`config.mk`:
```
export PLATFORM = sky130hd
export DESIGN_NAME = rca_result_collector
export DESIGN_NICKNAME = d
export VERILOG_FILES = /design/src/rtl/rca_result_collector_pkg.sv /design/src/rtl/rca_result_collector_lowest_bit_sel.sv /design/src/rtl/rca_result_collector.sv
export SDC_FILE = /design/constraint.sdc
export NUM_CORES = 1
export LEC_CHECK = 0
export ABC_AREA = 1
export CORE_UTILIZATION = 44
export DETAILED_ROUTE_END_ITERATION = 7
export GPL_ROUTABILITY_DRIVEN = 0
export PLACE_DENSITY = 0.75
export RECOVER_POWER = 25
export SYNTH_ARGS = -nofsm -noshare
export SYNTH_HDL_FRONTEND = slang
export SYNTH_SLANG_ARGS = --single-unit
```
`constraint.sdc`:
```
create_clock -name clk -period 1.7 [get_ports clk]
set_clock_uncertainty 0.2 [all_clocks]
set_input_delay 0.34 -clock clk [delete_from_list [all_inputs] [get_ports clk]]
set_output_delay 0.34 -clock clk [all_outputs]
set_load 0.03 [all_outputs]
```
`src/rtl/rca_result_collector_pkg.sv`:
```
// Shared configuration for the RCA result-collection path.
//
// Contents:
//   - rca_collect_state_t: collector FSM states (IDLE/COLLECT/DRAIN).
//   - RCA_COLLECT_TIMEOUT: COLLECT watchdog limit, in cycles. It is only used
//     when RCA_COLLECT_TIMEOUT_EN is defined.
//   - NUM_IO: default number of grid IO blocks, taken from the grid IO count.
package rca_config;

  localparam int RCA_GRID_IO_COUNT   = 4;
  localparam int NUM_IO              = RCA_GRID_IO_COUNT;
  localparam int RCA_COLLECT_TIMEOUT = 1024;

  typedef enum logic [1:0] {
    IDLE    = 2'd0,
    COLLECT = 2'd1,
    DRAIN   = 2'd2
  } rca_collect_state_t;

endpackage

```
`src/rtl/rca_result_collector_lowest_bit_sel.sv`:
```
// rca_lowest_bit_sel: priority encoder over a pending-bit vector.
// Kept generic so the RCA control unit can reuse it.
//
// Ports:
//   pend_i   [N]     pending bits
//   idx_o    [IDX_W] index of the lowest set bit (0 when none is set)
//   onehot_o [N]     one-hot of the lowest set bit (0 when none is set)
//   single_o         exactly one bit of pend_i is set
module rca_lowest_bit_sel #(
  parameter int N     = 4,
  parameter int IDX_W = (N > 1) ? $clog2(N) : 1
) (
  input  logic [N-1:0]     pend_i,
  output logic [IDX_W-1:0] idx_o,
  output logic [N-1:0]     onehot_o,
  output logic             single_o
);

  logic found;

  always_comb begin
    idx_o    = '0;
    onehot_o = '0;
    found    = 1'b0;
    for (int i = 0; i < N; i++) begin
      if (pend_i[i] && !found) begin
        found       = 1'b1;
        idx_o       = IDX_W'(i);
        onehot_o[i] = 1'b1;
      end
    end
  end

  // Clearing the lowest set bit leaves zero only for a power of two.
  assign single_o = (pend_i != '0) && ((pend_i & (pend_i - N'(1))) == '0);

endmodule

```
`src/rtl/rca_result_collector.sv`:
```
// rca_result_collector: waits until every selected grid IO FIFO holds a word,
// pops all of them in one cycle, then hands the words to writeback one at a
// time (lowest IO index first) over a valid/ack handshake. It signals
// completion with the launch instruction ID.
//
// Optional feature: define RCA_COLLECT_TIMEOUT_EN to add a COLLECT watchdog.
// The watchdog sets the sticky timeout_err and returns to IDLE without done.
//
// Ports:
//   clk, rst_n                  clock, asynchronous active-low reset
//   start, start_id, out_mask   launch request (sampled in IDLE only)
//   flush                       synchronous abort to IDLE
//   io_valid, io_data, io_pop   grid IO FIFO heads and pops
//   wb_valid, wb_data, wb_idx,
//   wb_last, wb_ack             writeback handshake
//   done, done_id               completion pulse and its instruction ID
//   busy                        FSM not in IDLE
//   timeout_err                 sticky watchdog error
module rca_result_collector #(
  parameter int   NUM_IO = rca_config::NUM_IO,
  parameter int   XLEN   = 32,
  parameter int   ID_W   = 2,
  localparam int  IDX_W  = (NUM_IO > 1) ? $clog2(NUM_IO) : 1
) (
  input  logic                   clk,
  input  logic                   rst_n,
  input  logic                   start,
  input  logic [ID_W-1:0]        start_id,
  input  logic [NUM_IO-1:0]      out_mask,
  input  logic                   flush,
  input  logic [NUM_IO-1:0]      io_valid,
  input  logic [NUM_IO*XLEN-1:0] io_data,
  output logic [NUM_IO-1:0]      io_pop,
  output logic                   wb_valid,
  output logic [XLEN-1:0]        wb_data,
  output logic [IDX_W-1:0]       wb_idx,
  output logic                   wb_last,
  input  logic                   wb_ack,
  output logic                   done,
  output logic [ID_W-1:0]        done_id,
  output logic                   busy,
  output logic                   timeout_err
);

  import rca_config::*;

  rca_collect_state_t state_q;
  logic [NUM_IO-1:0]  mask_q;
  logic [NUM_IO-1:0]  pend_q;
  logic [ID_W-1:0]    id_q;
  logic [XLEN-1:0]    buf_q [NUM_IO];
  logic               done_zero_q;  // empty-mask launch completes next cycle

  logic [IDX_W-1:0]   sel_idx;
  logic [NUM_IO-1:0]  sel_onehot;
  logic               sel_single;
  logic               capture;
  logic               drain_done;

  rca_lowest_bit_sel #(.N(NUM_IO), .IDX_W(IDX_W)) u_sel (
    .pend_i   (pend_q),
    .idx_o    (sel_idx),
    .onehot_o (sel_onehot),
    .single_o (sel_single)
  );

  // io_pop depends only on state, mask_q and io_valid (and flush); never on wb_ack.
  assign capture    = (state_q == COLLECT) && ((io_valid & mask_q) == mask_q) && !flush;
  assign io_pop     = capture ? mask_q : '0;

  assign wb_valid   = (state_q == DRAIN);
  assign wb_idx     = wb_valid ? sel_idx : '0;
  assign wb_data    = wb_valid ? buf_q[sel_idx] : '0;
  assign wb_last    = wb_valid && sel_single;

  assign drain_done = wb_valid && wb_ack && sel_single && !flush;
  assign done       = !flush && (done_zero_q || drain_done);
  assign done_id    = done ? id_q : '0;
  assign busy       = (state_q != IDLE);

`ifdef RCA_COLLECT_TIMEOUT_EN
  logic [15:0] cnt_q;
  logic        err_q;
  assign timeout_err = err_q;
`else
  assign timeout_err = 1'b0;
`endif

  always_ff @(posedge clk or negedge rst_n) begin
    if (!rst_n) begin
      state_q     <= IDLE;
      mask_q      <= '0;
      pend_q      <= '0;
      id_q        <= '0;
      done_zero_q <= 1'b0;
      for (int i = 0; i < NUM_IO; i++) buf_q[i] <= '0;
`ifdef RCA_COLLECT_TIMEOUT_EN
      cnt_q       <= '0;
      err_q       <= 1'b0;
`endif
    end else begin
      done_zero_q <= 1'b0;
      if (flush) begin
        state_q <= IDLE;
        pend_q  <= '0;
      end else begin
        case (state_q)
          IDLE: begin
            if (start) begin
              mask_q <= out_mask;
              id_q   <= start_id;
              if (out_mask != '0) begin
                state_q <= COLLECT;
`ifdef RCA_COLLECT_TIMEOUT_EN
                cnt_q   <= '0;
`endif
              end else begin
                done_zero_q <= 1'b1;
              end
            end
          end
          COLLECT: begin
            if (capture) begin
              for (int i = 0; i < NUM_IO; i++) begin
                if (mask_q[i]) buf_q[i] <= io_data[i*XLEN +: XLEN];
              end
              pend_q  <= mask_q;
              state_q <= DRAIN;
            end
`ifdef RCA_COLLECT_TIMEOUT_EN
            // cnt_q counts COLLECT cycles already spent; the limit-th one aborts.
            else if (cnt_q == 16'(RCA_COLLECT_TIMEOUT - 1)) begin
              err_q   <= 1'b1;
              state_q <= IDLE;
            end else begin
              cnt_q <= cnt_q + 16'd1;
            end
`endif
          end
          DRAIN: begin
            if (wb_ack) begin
              pend_q <= pend_q & ~sel_onehot;
              if (sel_single) state_q <= IDLE;
            end
          end
          default: state_q <= IDLE;
        endcase
      end
    end
  end

endmodule

```
### Yosys cells after proc, flatten, opt, wreduce, memory -nomap -nowiden

Index checks and enable logic that the tools add are counted.

| cells by class | value |
|---|---|
| order comparisons | 1 |
| equality and inequality tests | 8 |
| add/sub/neg operators | 1 |
| bitwise operators | 6 |
| mux-type cells | 31 |
| reductions and logical operators | 29 |

Operator list:

| kind | number |
|---|---|
| $mux 32 | 3 |
| $bmux 32 s2 | 1 |
| $mux 2 | 10 |
| $mux 4 | 4 |
| $reduce_and 4->1 | 4 |
| $and 4x4->4 | 3 |
| $logic_and 1x1->1 | 11 |
| $mux 1 | 11 |
| $ne 3x3->1 const B | 3 |
| $pmux 4 s2 | 1 |
| $reduce_bool 4->1 | 2 |
| $ne 3x2->1 const B | 2 |
| $pmux 2 s3 | 1 |
| $reduce_and 3->1 | 2 |
| $reduce_and 5->1 | 1 |
| $eq 4x4->1 | 1 |
| $logic_not 1->1 | 4 |
| $logic_not 4->1 | 1 |
| $not 4->4 | 1 |
| $sub 4x1->4 const B | 1 |
| $ge 3x3->1 const B | 1 |
| $not 2->3 | 1 |
| $reduce_bool 3->1 | 1 |
| $eq 2x1->1 const B | 1 |
| 5 further kinds | 5 |

| word-level totals | value |
|---|---|
| register bits | 141 |
| input port bits | 143 |
| output and inout bits | 45 |

### Logic depth before layout (Yosys ltp)

| depth | value |
|---|---|
| depth after elaboration | 15 |
| depth in mapped cells | 10 |
| gate-level depth less buffers | 8 |

### Hierarchy

From an unflattened synthesis, not the netlist that was laid out.

| second synthesis, totals | value |
|---|---|
| cell total of the unflattened synthesis | 871 |
| area total of the unflattened synthesis | 7145.6 um2 |

By module, submodules not included:

| module | times used | cells an instance | area each (um2) |
|---|---|---|---|
| rca_result_collector | 1 | 851 | 7048.0 |
| rca_lowest_bit_sel | 1 | 20 | 97.6 |

### Worst setup path after synthesis

OpenSTA, ideal clock, no wires.

| timing path | value |
|---|---|
| path kind | register to output |
| start | register pend_q[2] |
| end | output wb_data[10] |
| path slack | -0.508 ns |
| path buffers | 2 |
| data arrival time | 1.668 ns |
| cell stages (with the launch flop) | 8 |
| cell sequence | dfrtp_1 -> o21bai_4 -> nand2_2 -> buf_2 -> buf_4 -> nand2_1 -> nand3_1 -> a21oi_1 |

| on the way | value |
|---|---|
| cells in the longest elaborated chain, start to end | 10 |
| elaborated cells on any way between the ends | 11 |

Ends and longest elaborated chain:

| element | line | source |
|---|---|---|
| from (decl) | rca_result_collector.sv:49 | `logic [NUM_IO-1:0] pend_q;` |
| from (signal assigned) | rca_result_collector.sv:127 | `pend_q <= mask_q;` |
| from (signal assigned) | rca_result_collector.sv:142 | `pend_q <= pend_q & ~sel_onehot;` |
| $logic_and 1x1->1 (*) | rca_result_collector_lowest_bit_sel.sv:26 | `if (pend_i[i] && !found) begin` |
| $mux 1 | rca_result_collector_lowest_bit_sel.sv:26 |  |
| $logic_not 1->1 | rca_result_collector_lowest_bit_sel.sv:26 |  |
| $logic_and 1x1->1 | rca_result_collector_lowest_bit_sel.sv:26 |  |
| $mux 2 (*) | rca_result_collector_lowest_bit_sel.sv:26 |  |
| $not 2->3 (not written as such) (*) | rca_result_collector.sv:73 | `assign wb_data = wb_valid ? buf_q[sel_idx] : '0;` |
| $bmux 32 s2 (*) | rca_result_collector.sv:73 |  |
| $mux 32 (not written as such) (*) (2 in series) | rca_result_collector.sv:73 |  |
| $mux 32 (*) | rca_result_collector.sv:73 |  |
| to (decl) | rca_result_collector.sv:35 | `output logic [XLEN-1:0] wb_data,` |

Mark *: on every way between the ends. The rest lies on a longest branch, timed or not. The select of a mux whose other input is x is not followed.

### Worst setup path in the final report

| timing path | value |
|---|---|
| start | register pend_q[2] |
| end | output wb_data[21] |

The elaborated chain is that of the path after synthesis.

==> reports/qor.yml <==
routing:
  drt_iter0_markers: 995
  drt.antenna.violating_nets: 0
  dr.pass1.iters: 6
  finalWirelength_um: 29800
  viasPerCell: 5.60
  vias: 7879
  drc_errors: 0
  wl_per_cell_um: 21.2
place:
  io_buffers: 186
  dp_hpwl_um: 15300
die:
  die_h_um: 128
  core_sq_um: 15300
  start_util_pct: 45.4
  pin_count: 188
  row_count: 45
  die_area_sq_um: 16300
  die_w_um: 128
global_routing:
  grt_antenna_before_repair: 1
  grt_pass1_wl_um: 38000
  grt_use_total_pct: 30.9
  grt_max_degree: 48
  grt_pass1_vias: 7259
  grt_overflow_total: 0
sta:
  period_minus_slack_ns: 2.67
  max-slew-margin-rel_pct: 32.8
  setup_tns_ns: -80.80
  fin_ws_ns: -0.965
  slew_viol_final: 0
  setup_viol: 178
  hold_violations: 0
  rsz0062_at_grt: "yes"
  min_period_over_period_pct: 157
  clock.fmax_ghz: 0.375
  worstMarginPinSlew_ns: 1.01
  fin_hold_ws_ns: 0.244
power_and_ir_drop:
  power.share.combinational_pct: 59.9
  power_frac_seq_pct: 24.4
  irDropWorstVdd_mv: 0.962
  cellPowerDensity_nw_per_um2: 1850
  clock_power_share_pct: 15.6
  intPower_uw: 12900
  sw_frac_of_total_pct: 44.9
  switchingPower_uw: 10500
  cellLeakagePower_uw: 0.00584
synthesis:
  yosysSeqAreaShare_pct: 50.7
  synth_xor_area_share_pct: 0
  syn-cell-area_sq_um: 6960
  synth_top_family_by_area: "simple AND/OR/NAND/NOR gates"
  synthAdderAreaFrac_pct: 0
  synth-compound-area-share_pct: 15.4
  yosys_register_bits: 141
  synth.yosys.warnings: 0
  synth.distinct_cells: 27
  synthCells: 907
  syn_area_per_cell_sq_um: 7.67
  synthesis.nets: 1050
  synthSimpleGateAreaFrac_pct: 22.2
  synthMuxAreaShare_pct: 0.162
worst_setup_path:
  critPathMaxFanout: 16
  crit_type: "register to primary output"
  cp_num_buf_inv: 2
  crit_required_ns: 1.16
  critical-path-top-delay-family: "compound AO/OA/AOI/OAI gates"
  worstSetupEndpointType: "primary output"
  startpoint_type: "register"
  cp.depth: 7
  crit_arrival_ns: 2.13
  crit_chain: "o21bai_4 > nand2_8 > clkbuf_16 > o21ai_2 > nand2_1 > a21oi_4 > buf_6"
  slowest_delay_ns: 0.44
  reg2reg_depth: 12
  crit_slowest_cell: "dfrtp_2"
worst_hold_path:
  min_path_type: "input port to register"
  holdPathStages: 3
clocking:
  cts_buffers: 17
  clk_pin_slew_ns: 0.06
  cts.sinks: 141
  tritoncts: "built"
  cts_buffer_depth: 2
  clk_latency_ns: 0.43
  cts-root-buf: "clkbuf_16"
  cts-htree-levels: 4
outcome:
  violations: "negative setup slack"
  outcome: "finished with violations"
run:
  max-cap-violations: 0
layout:
  diodes: 0
  fillCellCount: 808
  syn2layout_area_growth_pct: 81.8
  final_nets: 1325
  drive_gt1_share_pct: 39.8
[stage by stage]
stage / instance area, sq um / power, uW / std cells / worst slack, ns / utilization [%]
5_1_grt: 12600 / 24500 / 1406 / -1.03 / 82.6
2_1_floorplan: 7590 / 12200 / 907 / -0.228 / -
3_3_place_gp: 9900 / 15200 / 1311 / -0.581 / 64.6
6_report: 12600 / 23500 / 1406 / -0.965 / 82.6
4_1_cts: 11400 / 20400 / 1373 / -0.878 / 74.2
3_5_place_dp: 9900 / 15400 / 1311 / -0.593 / 64.6
[state kept, by name (all words and copies together) (netlist names)]
name	count
state_q	2
id_q	2
buf_q	128
done_zero_q	1
pend_q	4
mask_q	4
[final timing paths]
check                            start           to  slack, ns
setup / recovery             pend_q[2]  wb_data[21]      -0.97
hold / removal             io_data[76]    buf_q[44]       0.24
setup reg to reg            state_q[1]    buf_q[58]      -0.61
hold reg to reg              buf_q[40]    buf_q[40]       0.28
max in group asynchronous        rst_n    pend_q[2]       0.09
min in group asynchronous        rst_n    buf_q[90]       0.42
[placed cells by master, fill, tap and decap left out, types with 4 or more instances in the layout]
cell type / instances
a21oi_1: 4
a21oi_4: 32
buf_12: 42
buf_16: 5
buf_4: 54
buf_6: 53
clkbuf_1: 6
clkbuf_16: 30
clkdlybuf4s50_1: 141
clkinv_2: 4
dfrtp_1: 139
inv_1: 112
inv_2: 6
nand2_1: 193
nand2_2: 62
nand2_4: 26
nand3_1: 35
nand3_2: 30
nand3_4: 5
nor2_1: 10
nor2_4: 13
o21ai_0: 24
o21ai_1: 48
o21ai_2: 92
o21ai_4: 4
[power groups by stage]
stage	Clock (uW)	Combinational (uW)	Sequential, uW
detailed placement	0	9840	5590
global route	3810	14800	5830
finish	3670	14100	5730
global placement	0	9650	5520
CTS	3630	11300	5540
floorplan	0	6760	5440
[cells by family (layout without fill, tap and decap cells)]
family                 count (synthesis)  after routing
AO/OA/AOI/OAI                        209            209
buffers and inverters                178            466
flip-flops                           141            141
multiplexers                           1              1
other                                  1              1
AND/OR/NAND/NOR                      377            377
[layer usage]
layer	track usage, %	share of wire (%)	up-vias
li1	-	-	3423
met1	37.8	37	3735
met2	51.0	48	568
met3	8.72	9.8	151
met4	13.3	5.4	2
met5	0	0.037	-
[cell usage after synthesis (all sizes together)]
cell type  number  area (sq um)
inv           119           447
o21ai         168           845
nand2         282          1070
nand4           1          6.26
nor2           23           114
o211ai          1          7.51
buf            33           253
conb            1          3.75
nand3          70           350
a21oi          36           180
a22oi           2          15.0
mux2            1          11.3
clkbuf         25          93.8
dfrtp         141          3530
clkinv          1          3.75
or2             1          6.26
o21bai          2          26.3
[layout make-up]
cell class                      instances  area [sq um]  area share (%)
Inverter                              120           459            3.63
Multi-Input combinational cell        588          4020            31.8
Timing Repair Buffer                  314          3810            30.1
Sequential cell                       141          3530            27.9
Clock buffer                           25           475            3.76
Tap cell                              211           264            2.09
Clock inverter                          7          87.6           0.692
[tightest hold or removal path: stages]
cell,delay [ns]
clkdlybuf4s50_1,0.39
nand2_1,0.06
nand2_1,0.05
[repair_timing]
item,4_1_cts,5_1_grt
endpoints found under the hold margin,141,0
endpoints found under the setup margin,177,178
cloned,10,15
setup buffers,19,28
pin swaps,14,24
hold buffers,1,0
resized for setup,163,320
(Power assumes the default switching activity.)
